## src/rtl/pio_input_conditioner.sv

```systemverilog
// Conditions the raw KEY and SW pins: two-flop synchronizer, stability-counter debouncer
// and registered single-cycle edge pulses for each bit.
module pio_input_conditioner #(
    parameter int NUM_KEYS        = 4,
    parameter int NUM_SW          = 10,
    parameter int DEBOUNCE_CYCLES = 1000000
) (
    input  logic                clk_clk,
    input  logic                reset_reset_n,
    input  logic [NUM_KEYS-1:0] key_raw_n,
    input  logic [NUM_SW-1:0]   sw_raw,
    output logic [NUM_KEYS-1:0] key_clean,
    output logic [NUM_KEYS-1:0] key_clean_n,
    output logic [NUM_SW-1:0]   sw_clean,
    output logic [NUM_KEYS-1:0] key_press_pulse,
    output logic [NUM_KEYS-1:0] key_rel_pulse,
    output logic [NUM_SW-1:0]   sw_change_pulse
);

    localparam int CNT_W = $clog2(DEBOUNCE_CYCLES);
    localparam logic [CNT_W-1:0] CNT_LAST = CNT_W'(DEBOUNCE_CYCLES - 1);
    localparam logic [CNT_W-1:0] CNT_ONE  = CNT_W'(1);

    logic [NUM_KEYS-1:0] key_s1, key_s2;
    logic [NUM_SW-1:0]   sw_s1, sw_s2;
    logic [NUM_KEYS-1:0] key_lvl;
    logic [CNT_W-1:0]    key_cnt [NUM_KEYS];
    logic [CNT_W-1:0]    sw_cnt  [NUM_SW];

    // Key synchronizer holds the raw pin level (idle = 1); the debouncer sees pressed = 1.
    always_comb begin
        key_lvl = ~key_s2;
    end

    always_ff @(posedge clk_clk) begin
        if (!reset_reset_n) begin
            key_s1          <= '1;
            key_s2          <= '1;
            sw_s1           <= '0;
            sw_s2           <= '0;
            key_clean       <= '0;
            key_clean_n     <= '1;
            sw_clean        <= '0;
            key_press_pulse <= '0;
            key_rel_pulse   <= '0;
            sw_change_pulse <= '0;
            for (int unsigned i = 0; i < NUM_KEYS; i++) key_cnt[i] <= '0;
            for (int unsigned i = 0; i < NUM_SW; i++)   sw_cnt[i]  <= '0;
        end else begin
            key_s1          <= key_raw_n;
            key_s2          <= key_s1;
            sw_s1           <= sw_raw;
            sw_s2           <= sw_s1;
            key_press_pulse <= '0;
            key_rel_pulse   <= '0;
            sw_change_pulse <= '0;

            for (int unsigned i = 0; i < NUM_KEYS; i++) begin
                if (key_lvl[i] == key_clean[i]) begin
                    key_cnt[i] <= '0;
                end else if (key_cnt[i] == CNT_LAST) begin
                    key_clean[i]       <= key_lvl[i];
                    key_clean_n[i]     <= ~key_lvl[i];
                    key_press_pulse[i] <= key_lvl[i];
                    key_rel_pulse[i]   <= ~key_lvl[i];
                    key_cnt[i]         <= '0;
                end else begin
                    key_cnt[i] <= key_cnt[i] + CNT_ONE;
                end
            end

            for (int unsigned i = 0; i < NUM_SW; i++) begin
                if (sw_s2[i] == sw_clean[i]) begin
                    sw_cnt[i] <= '0;
                end else if (sw_cnt[i] == CNT_LAST) begin
                    sw_clean[i]        <= sw_s2[i];
                    sw_change_pulse[i] <= 1'b1;
                    sw_cnt[i]          <= '0;
                end else begin
                    sw_cnt[i] <= sw_cnt[i] + CNT_ONE;
                end
            end
        end
    end

endmodule

```

## config.mk

```make
export PLATFORM = sky130hd
export DESIGN_NAME = pio_input_conditioner
export DESIGN_NICKNAME = d
export VERILOG_FILES = /design/src/rtl/pio_input_conditioner.sv
export SDC_FILE = /design/constraint.sdc
export NUM_CORES = 1
export LEC_CHECK = 0
export ABC_AREA = 1
export CORE_AREA = 2 2 162 227
export CTS_BUF_LIST = sky130_fd_sc_hd__clkbuf_16
export DETAILED_ROUTE_END_ITERATION = 6
export DIE_AREA = 0 0 164 229
export PLACE_DENSITY = 0.71
export REMOVE_ABC_BUFFERS = 1
export SETUP_SLACK_MARGIN = 0.5
export SYNTH_ARGS = -nofsm -noshare
export SYNTH_HDL_FRONTEND = slang
export SYNTH_SLANG_ARGS = --single-unit
export TNS_END_PERCENT = 30
```

## constraint.sdc

```tcl
create_clock -name clk_clk -period 2.1 [get_ports clk_clk]
set_input_delay 0.63 -clock clk_clk [delete_from_list [all_inputs] [get_ports clk_clk]]
set_output_delay 0.63 -clock clk_clk [all_outputs]
set_load 0.03 [all_outputs]
```

Word level (Yosys, flattened, before mapping)
Memories as Yosys holds them, arrays and structs flattened.
Cells that the tools add are included.
{ "op_classes": {"bitwise_logic": 66, "eq_ne": 28, "add_sub_neg": 14, "reduce_logical": 18, "mux": 197} }
{ "ops": {"columns": ["cell", "n"], "rows": [
  ["$mux 20", 42],
  ["$add 20x1->20 const B", 14],
  ["$eq 20x20->1 const B", 14],
  ["$mux 1", 155],
  ["$or 1x1->1", 42],
  ["$reduce_and 2->1", 14],
  ["$not 1->1", 23],
  ["$eq 1x1->1", 14],
  ["$reduce_or 3->1", 4],
  ["$not 4->4", 1]
]} }
{ "totals": {"input_bits": 16, "regBits": 64, "elab_cells": 356, "mem_bits_rw": 280, "n_memories": 2} }
{ "mem_list": {"columns": ["name", "words", "width", "read_ports", "rd_ports_with_merged_regs", "wr", "line_no", "source"], "rows": [
  ["sw_cnt", 10, 20, 10, 0, 10, "28", "logic [CNT_W-1:0] sw_cnt [NUM_SW];"],
  ["key_cnt", 4, 20, 4, 0, 4, "27", "logic [CNT_W-1:0] key_cnt [NUM_KEYS];"]
]} }

Depth between registers and ports, before layout
Gate-level depths: netlist of run 1.
{ "logic_depth": {"depth_word": 8, "ltp_mapped": 9} }

Least setup slack after synthesis of run 1
Ideal clock, no wire load.
{ "synth_timing": {"path_type": "in2reg", "from": "input port reset_reset_n", "to": "memory sw_cnt[3][11] (netlist bit) (data pin)", "n_path_buf": 3, "t_required_ns": 1.846, "setup_time_ns": 0.254, "path_slack_ns": 0.480, "arrival_time_ns": 1.366, "stages": 7, "cell_sequence": "buf_2 > inv_2 > buf_2 > nor2_1 > nand2_1 > buf_4 > nor2_1"} }
{ "synth_rtl": {"columns": ["item", "line_no", "source"], "rows": [
  ["start, declared", "9", "input logic reset_reset_n,"],
  ["end, declared", "28", null]
]} }

==> results.tsv, run 1 <==
stage	metric	value	unit
status	status	finished, final reports clean	
route	via count	16360	
yosys	Synth Area in Compound Gates	0.03165	
cts	clock transition at the registers of the reported paths	0.06	ns
timing	fin worst setup slack	0.3959	ns
timing	setup TNS	0	ns
place	IO buf count	51	
yosys	Top FF cell, synth	edfxtp_1	
floorplanning	Cell Rows	82	
yosys	Yosys cell types	34	
route	post-route ant nets	0	
finish	Multi-input gate area	0.01054	sq mm
place	hpwl dp	27.85	mm
grt	largest net degree at the start of global routing	23	
place	# placed instances	3134	
grt	initial antenna violation count	0	
power	Power Density	618.0	mW/mm^2
timing	Slew Limit Headroom	0.6000	
route	DRC	0	
yosys	top cells by count, synth	587 x nand2_1, 563 x nor2_1, 280 x edfxtp_1, 196 x inv_1, 129 x nand3_1	
critical_path	crit path max fanout	5	
cts	clk_lat worst skew	0.54	ns
yosys	simple-gate share of the synthesized area	0.3404	
yosys	post-synthesis mux area share	0	
timing	Final period util	0.8115	
finish	final net count	2839	
cts	htree depth	2	
critical_path	critical path startpoint category	register	
finish	Util after Layout	0.6828	
yosys	ys async rst share	0	
timing	Fmax achieved	0.5868	GHz
finish	Fillers	2889	
finish	synthesis-to-layout area growth	25.99	%
yosys	count leader, synth	nand2_1	
critical_path	crit path capture	key_cnt[3][17]	
finish	fin cells	3300	
critical_path	Crit. End Element	register	
finish	antenna cells	0	
timing	max-slew violations	0	
cts	clock buffer count from CTS	37	
power	Lkg Pwr	9.256	nW
place	Final GP Congestion	0.9045	
yosys	Seq/Total Area, Yosys	0.5022	
yosys	Synth top area share	0.4358	
yosys	cells after synthesis	2357	
floorplanning	die height	229	microns
critical_path	Worst Setup SP	key_cnt[3][0]	
yosys	xor-xnor portion of the synthesized cell area	0.06492	
yosys	yosys warns	0	
timing	Final Hold Fails	0	
critical_path	R2R cell count	8	
cts	CTS sink cnt	344	
yosys	EDFF count, synth	280	
job	Max-cap violations	0	
cts	TritonCTS clock tree	built	
floorplanning	I/O pin count	52	
route	Total Routed Length	41.26	mm
floorplanning	die area	0.03756	sq mm
route	DRT Pass-1 Iters	5	
yosys	Post-Syn Area	0.01929	sq mm
grt	first-pass GRT wire length	65.90	mm
critical_path	FF-to-FF End	key_cnt[3][17]	
timing	Setup Skew	0.01126	ns
route	Vias per Instance	4.958	
critical_path	Crit Path Class	register to register	
yosys	top cells by area, synth	edfxtp_1 44%, nand2_1 11%, nor2_1 11%	
yosys	synthesized flop and latch total	344	
critical_path	r2r setup slk	0.40	ns
floorplanning	DIE WIDTH	164	microns
timing	Worst-Margin Slew	0.5994	ns
yosys	largest family of logic cells by synthesized area	simple AND/OR/NAND/NOR gates	
critical_path	CP required	2.38	ns
yosys	largest area contributor in the netlist	edfxtp_1	
grt	GRT overflow	0	
timing	Final setup viols	0	
cts	clock root buffer	clkbuf_16	
worst_hold_path	Min-Delay Path Class	register to register	
power	VDD IR-drop max	0.0006692	V
route	DRT iter0 DRCs	995	
grt	GRT Util Overall	0.2086	
timing	Period minus WS final	1.704	ns
critical_path	RR Startpoint	key_cnt[3][0]	
finish	share of cells above drive strength 1	0.1586	
place	pre-CTS WS	0.2311	ns
grt	number of global-route vias before repair	15430	
floorplanning	Core Area	0.03560	sq mm
cts	cts hold-fix bufs	0	
cts	Max Root-Sink Buffers	3	
finish	register area	0.009747	sq mm
critical_path	Data arrival, critical path	1.99	ns
timing	RSZ-0062 raised after global routing	yes	
floorplanning	Initial Util	0.5419	
route	WL/cell	12.50	microns
yosys	Post-Synth Adder-Cell Area	0.009079	
yosys	syn_area_per_cell	8.186	sq um
-- report_power, final --
group / internal [W] / switching [W] / leakage, nW / total [W]
logic: 0.000340 / 0.000517 / 5.22 / 0.000856
clock network: 0.00360 / 0.00266 / 0.612 / 0.00626
registers: 0.00762 / 0.000282 / 3.43 / 0.00791
-- how the worst min path moves through the flow --
stage               startpoint   endpoint  slack, ns  cells past startpoint
floorplan             sw_s1[0]   sw_s2[0]       0.39                      2
global placement      sw_s1[9]   sw_s2[9]       0.39                      2
detailed placement    sw_s1[3]   sw_s2[3]       0.40                      2
CTS                   sw_s1[3]   sw_s2[3]       0.41                      2
global route         key_s1[1]  key_s2[1]       0.43                      1
finish                sw_s1[3]   sw_s2[3]       0.41                      2
-- per-layer routing --
layer / global-route usage / up-vias / share of wire
met1: 0.2399 / 7554 / 0.41
met2: 0.3876 / 384 / 0.52
met5: 0 / - / 0
met3: 0.02753 / 118 / 0.037
met4: 0.07950 / 0 / 0.035
li1: - / 8304 / -
-- flip-flops by register name, summed over array words and instances (netlist names), 10 cells and up --
name / flops
key_cnt: 80
sw_change_pulse: 10
sw_clean: 10
sw_cnt: 200
sw_s1: 10
sw_s2: 10
-- timing repair --
item | 4_1_cts | 5_1_grt
gates resized for setup | 333 | 138
hold endpoints to repair | 0 | 0
pin swaps | 8 | 45
cloned | 2 | 11
setup buffers | 27 | 58
setup endpoints to repair | 315 | 318
-- kinds of logic (layout without fill, tap and decap cells) --
family / after synthesis / in the layout
xor+xnor: 143 / 143
fa+ha+maj: 14 / 14
other cells: 1 / 280
buf+inv: 234 / 427
simple gates: 1501 / 1510
compound gates: 120 / 120
flops: 344 / 344
-- cell usage in the layout (no fill, tap or decap), types with 12 or more instances in the layout --
cell type and instances:
nand2_1 571, nor2_1 516, edfxtp_1 280, conb_1 280, inv_1 202, nand3_1 123, a21oi_1 93, buf_4 90
xor2_1 70, xnor2_1 68, nor2_2 54, nand4_1 44, clkbuf_16 42, buf_6 39, nor2_4 36, dfxtp_2 31
nand3b_1 30, dfxtp_1 28, nor3_1 22, nand2_2 21, or2_0 18, o21ai_0 17, nand3_2 16, nand3_4 15
or2_2 14, clkdlybuf4s50_1 14, ha_4 12
-- critical path, stage by stage (launching register included) --
cell	delay (ns)
edfxtp_1	0.39
buf_6	0.13
ha_4	0.16
nand2_8	0.07
nor3_4	0.23
nand2_2	0.11
nand2_4	0.14
clkbuf_16	0.19
a21oi_4	0.03
-- layout make-up --
class / count / area share
clock buffers: 39 / 0.04015
clock inverters: 29 / 0.007515
inverters: 202 / 0.03119
multi-input cells: 2067 / 0.4336
flip-flops and latches: 344 / 0.4010
well taps: 462 / 0.02378
repair buffers: 157 / 0.06275
-- per-stage QoR --
stage / area, sq um / hold slack (ns) / total power (W)
final: 24310 / 0.4115 / 0.01502
after detailed placement: 21420 / 0.3982 / 0.008717
after global placement: 21420 / 0.3918 / 0.008692
after floorplan: 20100 / 0.3900 / 0.008471
after global routing: 24310 / 0.4281 / 0.01559
after CTS: 23110 / 0.4125 / 0.01503
Note: power is estimated with default switching activity, not from simulation.
==> run 2, diff against run 1 <==
- PLACE_DENSITY: 0.71 -> 0.74
- clock period: 2.1 -> 1.5 ns (I/O delays scaled with it)
==> run 2 against run 1 <==
  * The run now ends with negative setup slack left
  * Critical path depth up 2
  * Count of clock-buffer cells in the layout down 1
  * Core utilization rose by 7.6 points
  * Register-to-register slack worse by 0.55 ns
  * Clock skew increased by 0.0070 ns
  * Setup slack lost 0.55 ns
  * Non-clock buffer count rose by 200
  * Wire length up 14%
  * Cell area grew 11%
  * Die area unchanged
  * Hold slack worse by 0.063 ns
  * Largest cell class unchanged
  * Largest power group unchanged
==> results.tsv, run 2 (synthesized netlist as in run 1, its figures left out) <==
stage	metric	value	unit
grt	GRT overflow	0	
place	IO buf count	51	
cts	clock transition at the registers of the reported paths	0.06	ns
critical_path	CP required	1.89	ns
timing	Worst-Margin Slew	0.5346	ns
grt	number of global-route vias before repair	17380	
finish	antenna cells	0	
timing	Fmax achieved	0.6063	GHz
job	Max-cap violations	0	
route	DRT Pass-1 Iters	6	
route	post-route ant nets	0	
cts	clock buffer count from CTS	36	
timing	Final Hold Fails	0	
power	VDD IR-drop max	0.0009950	V
floorplanning	I/O pin count	52	
finish	synthesis-to-layout area growth	40.09	%
finish	largest registers	sw_cnt: 200 flops, key_cnt: 80 flops	
grt	GRT Util Overall	0.2304	
finish	Reg with most FFs	sw_cnt	
power	Power Density	781.4	mW/mm^2
grt	largest net degree at the start of global routing	25	
floorplanning	die area	0.03756	sq mm
timing	Period minus WS final	1.649	ns
critical_path	critical path startpoint category	register	
cts	htree depth	2	
cts	Max Root-Sink Buffers	3	
route	WL/cell	13.45	microns
cts	TritonCTS clock tree	built	
route	Vias per Instance	5.007	
timing	max-slew violations	0	
cts	cts hold-fix bufs	0	
floorplanning	Initial Util	0.5419	
finish	most frequent cells in the layout	540 x nand2_1, 393 x nor2_1, 280 x edfxtp_1, 280 x conb_1, 255 x buf_4	
timing	RSZ-0062 raised after global routing	yes	
finish	commonest non-fill, non-tap cell in the layout	nand2_1	
timing	Final period util	1.100	
floorplanning	DIE WIDTH	164	microns
critical_path	Crit. End Element	register	
timing	setup TNS	-9.866	ns
floorplanning	Core Area	0.03560	sq mm
timing	Setup Skew	0.01828	ns
route	via count	17490	
timing	fin worst setup slack	-0.1493	ns
cts	CTS sink cnt	344	
finish	final net count	3034	
worst_hold_path	Hold Crit Depth	4	
status	failing checks	negative setup slack	
route	DRC	0	
finish	share of cells above drive strength 1	0.2922	
timing	Slew Limit Headroom	0.6427	
critical_path	crit path max fanout	5	
power	Final Power	0.02112	W
floorplanning	die height	229	microns
finish	Final Instance Area	0.02703	sq mm
route	DRT iter0 DRCs	1136	
critical_path	Data arrival, critical path	2.04	ns
grt	first-pass GRT wire length	73.00	mm
cts	clock root buffer	clkbuf_16	
worst_hold_path	Min-Delay Path Class	input pin to register	
grt	initial antenna violation count	0	
place	placed instance area	0.02286	sq mm
place	pre-CTS WS	-0.1090	ns
status	status	complete, but fails checks	
floorplanning	Cell Rows	82	
timing	Final setup viols	136	
place	hpwl dp	29.30	mm
place	Final GP Congestion	0.9044	
route	Total Routed Length	46.99	mm
cts	clk_lat worst skew	0.54	ns
power	Lkg Pwr	10.45	nW
critical_path	R2R cell count	10	
finish	max FFs per register	200	
critical_path	Crit Path Class	register to register	
==> run 2: power breakdown <==
group | internal (W) | total, W | switching, W
Clock | 0.00475 | 0.00844 | 0.00369
Combinational | 0.000716 | 0.00167 | 0.000959
Sequential | 0.0107 | 0.0110 | 0.000338
Total | 0.0161 | 0.0211 | 0.00498
==> run 2: area by class of cell <==
cell class / instances / area (sq um)
clock buffer: 38 / 950.9
clock inverter: 28 / 148.9
fill: 2350 / 8573
inverter: 202 / 765.7
multi-input combinational: 2063 / 11490
sequential: 344 / 9744
tap: 462 / 578.1
timing repair buffer: 357 / 3348
==> run 2: routing by layer <==
| metal | GRT usage | up-vias | part of all wire |
|---|---|---|---|
| met5 | 0 | - | 0 |
| met1 | 0.2530 | 8196 | 0.38 |
| met3 | 0.03405 | 154 | 0.038 |
| met4 | 0.08470 | 0 | 0.035 |
| li1 | - | 8681 | - |
| met2 | 0.4403 | 463 | 0.54 |
==> run 2: timing repair <==
item                       in CTS  in global routing
buffers inserted               46                 40
setup endpoints to repair     352                352
hold endpoints to repair        0                  0
cloned                          7                 12
gates resized for setup       358                340
pin swaps                      66                106
==> run 2: metrics by stage <==
stage	std cells	utilization	hold slack, ns
after floorplan	2604	-	0.3900
after global placement	3323	0.6420	0.3919
after detailed placement	3323	0.6420	0.3963
after CTS	3442	0.7078	0.3283
after global routing	3494	0.7592	0.3440
final	3494	0.7592	0.3485
==> run 2: worst paths after layout <==
| path | start | end | slack [ns] |
|---|---|---|---|
| worst max register to register | sw_cnt[4][1] | sw_cnt[4][13] | -0.15 |
| worst max-delay path | sw_cnt[4][1] | sw_cnt[4][13] | -0.15 |
| worst min-delay path | reset_reset_n | sw_change_pulse[8] | 0.35 |
| worst min register to register | sw_s1[1] | sw_s2[1] | 0.41 |
==> run 2: critical path, cell delays in order (launching register included) <==
cell	delay [ns]
edfxtp_1	0.41
buf_6	0.12
buf_6	0.09
nand2_2	0.05
nor2_2	0.12
nand2_2	0.11
nor2_4	0.23
nand2_1	0.11
nand2_1	0.10
nand2_2	0.08
nor2_4	0.12
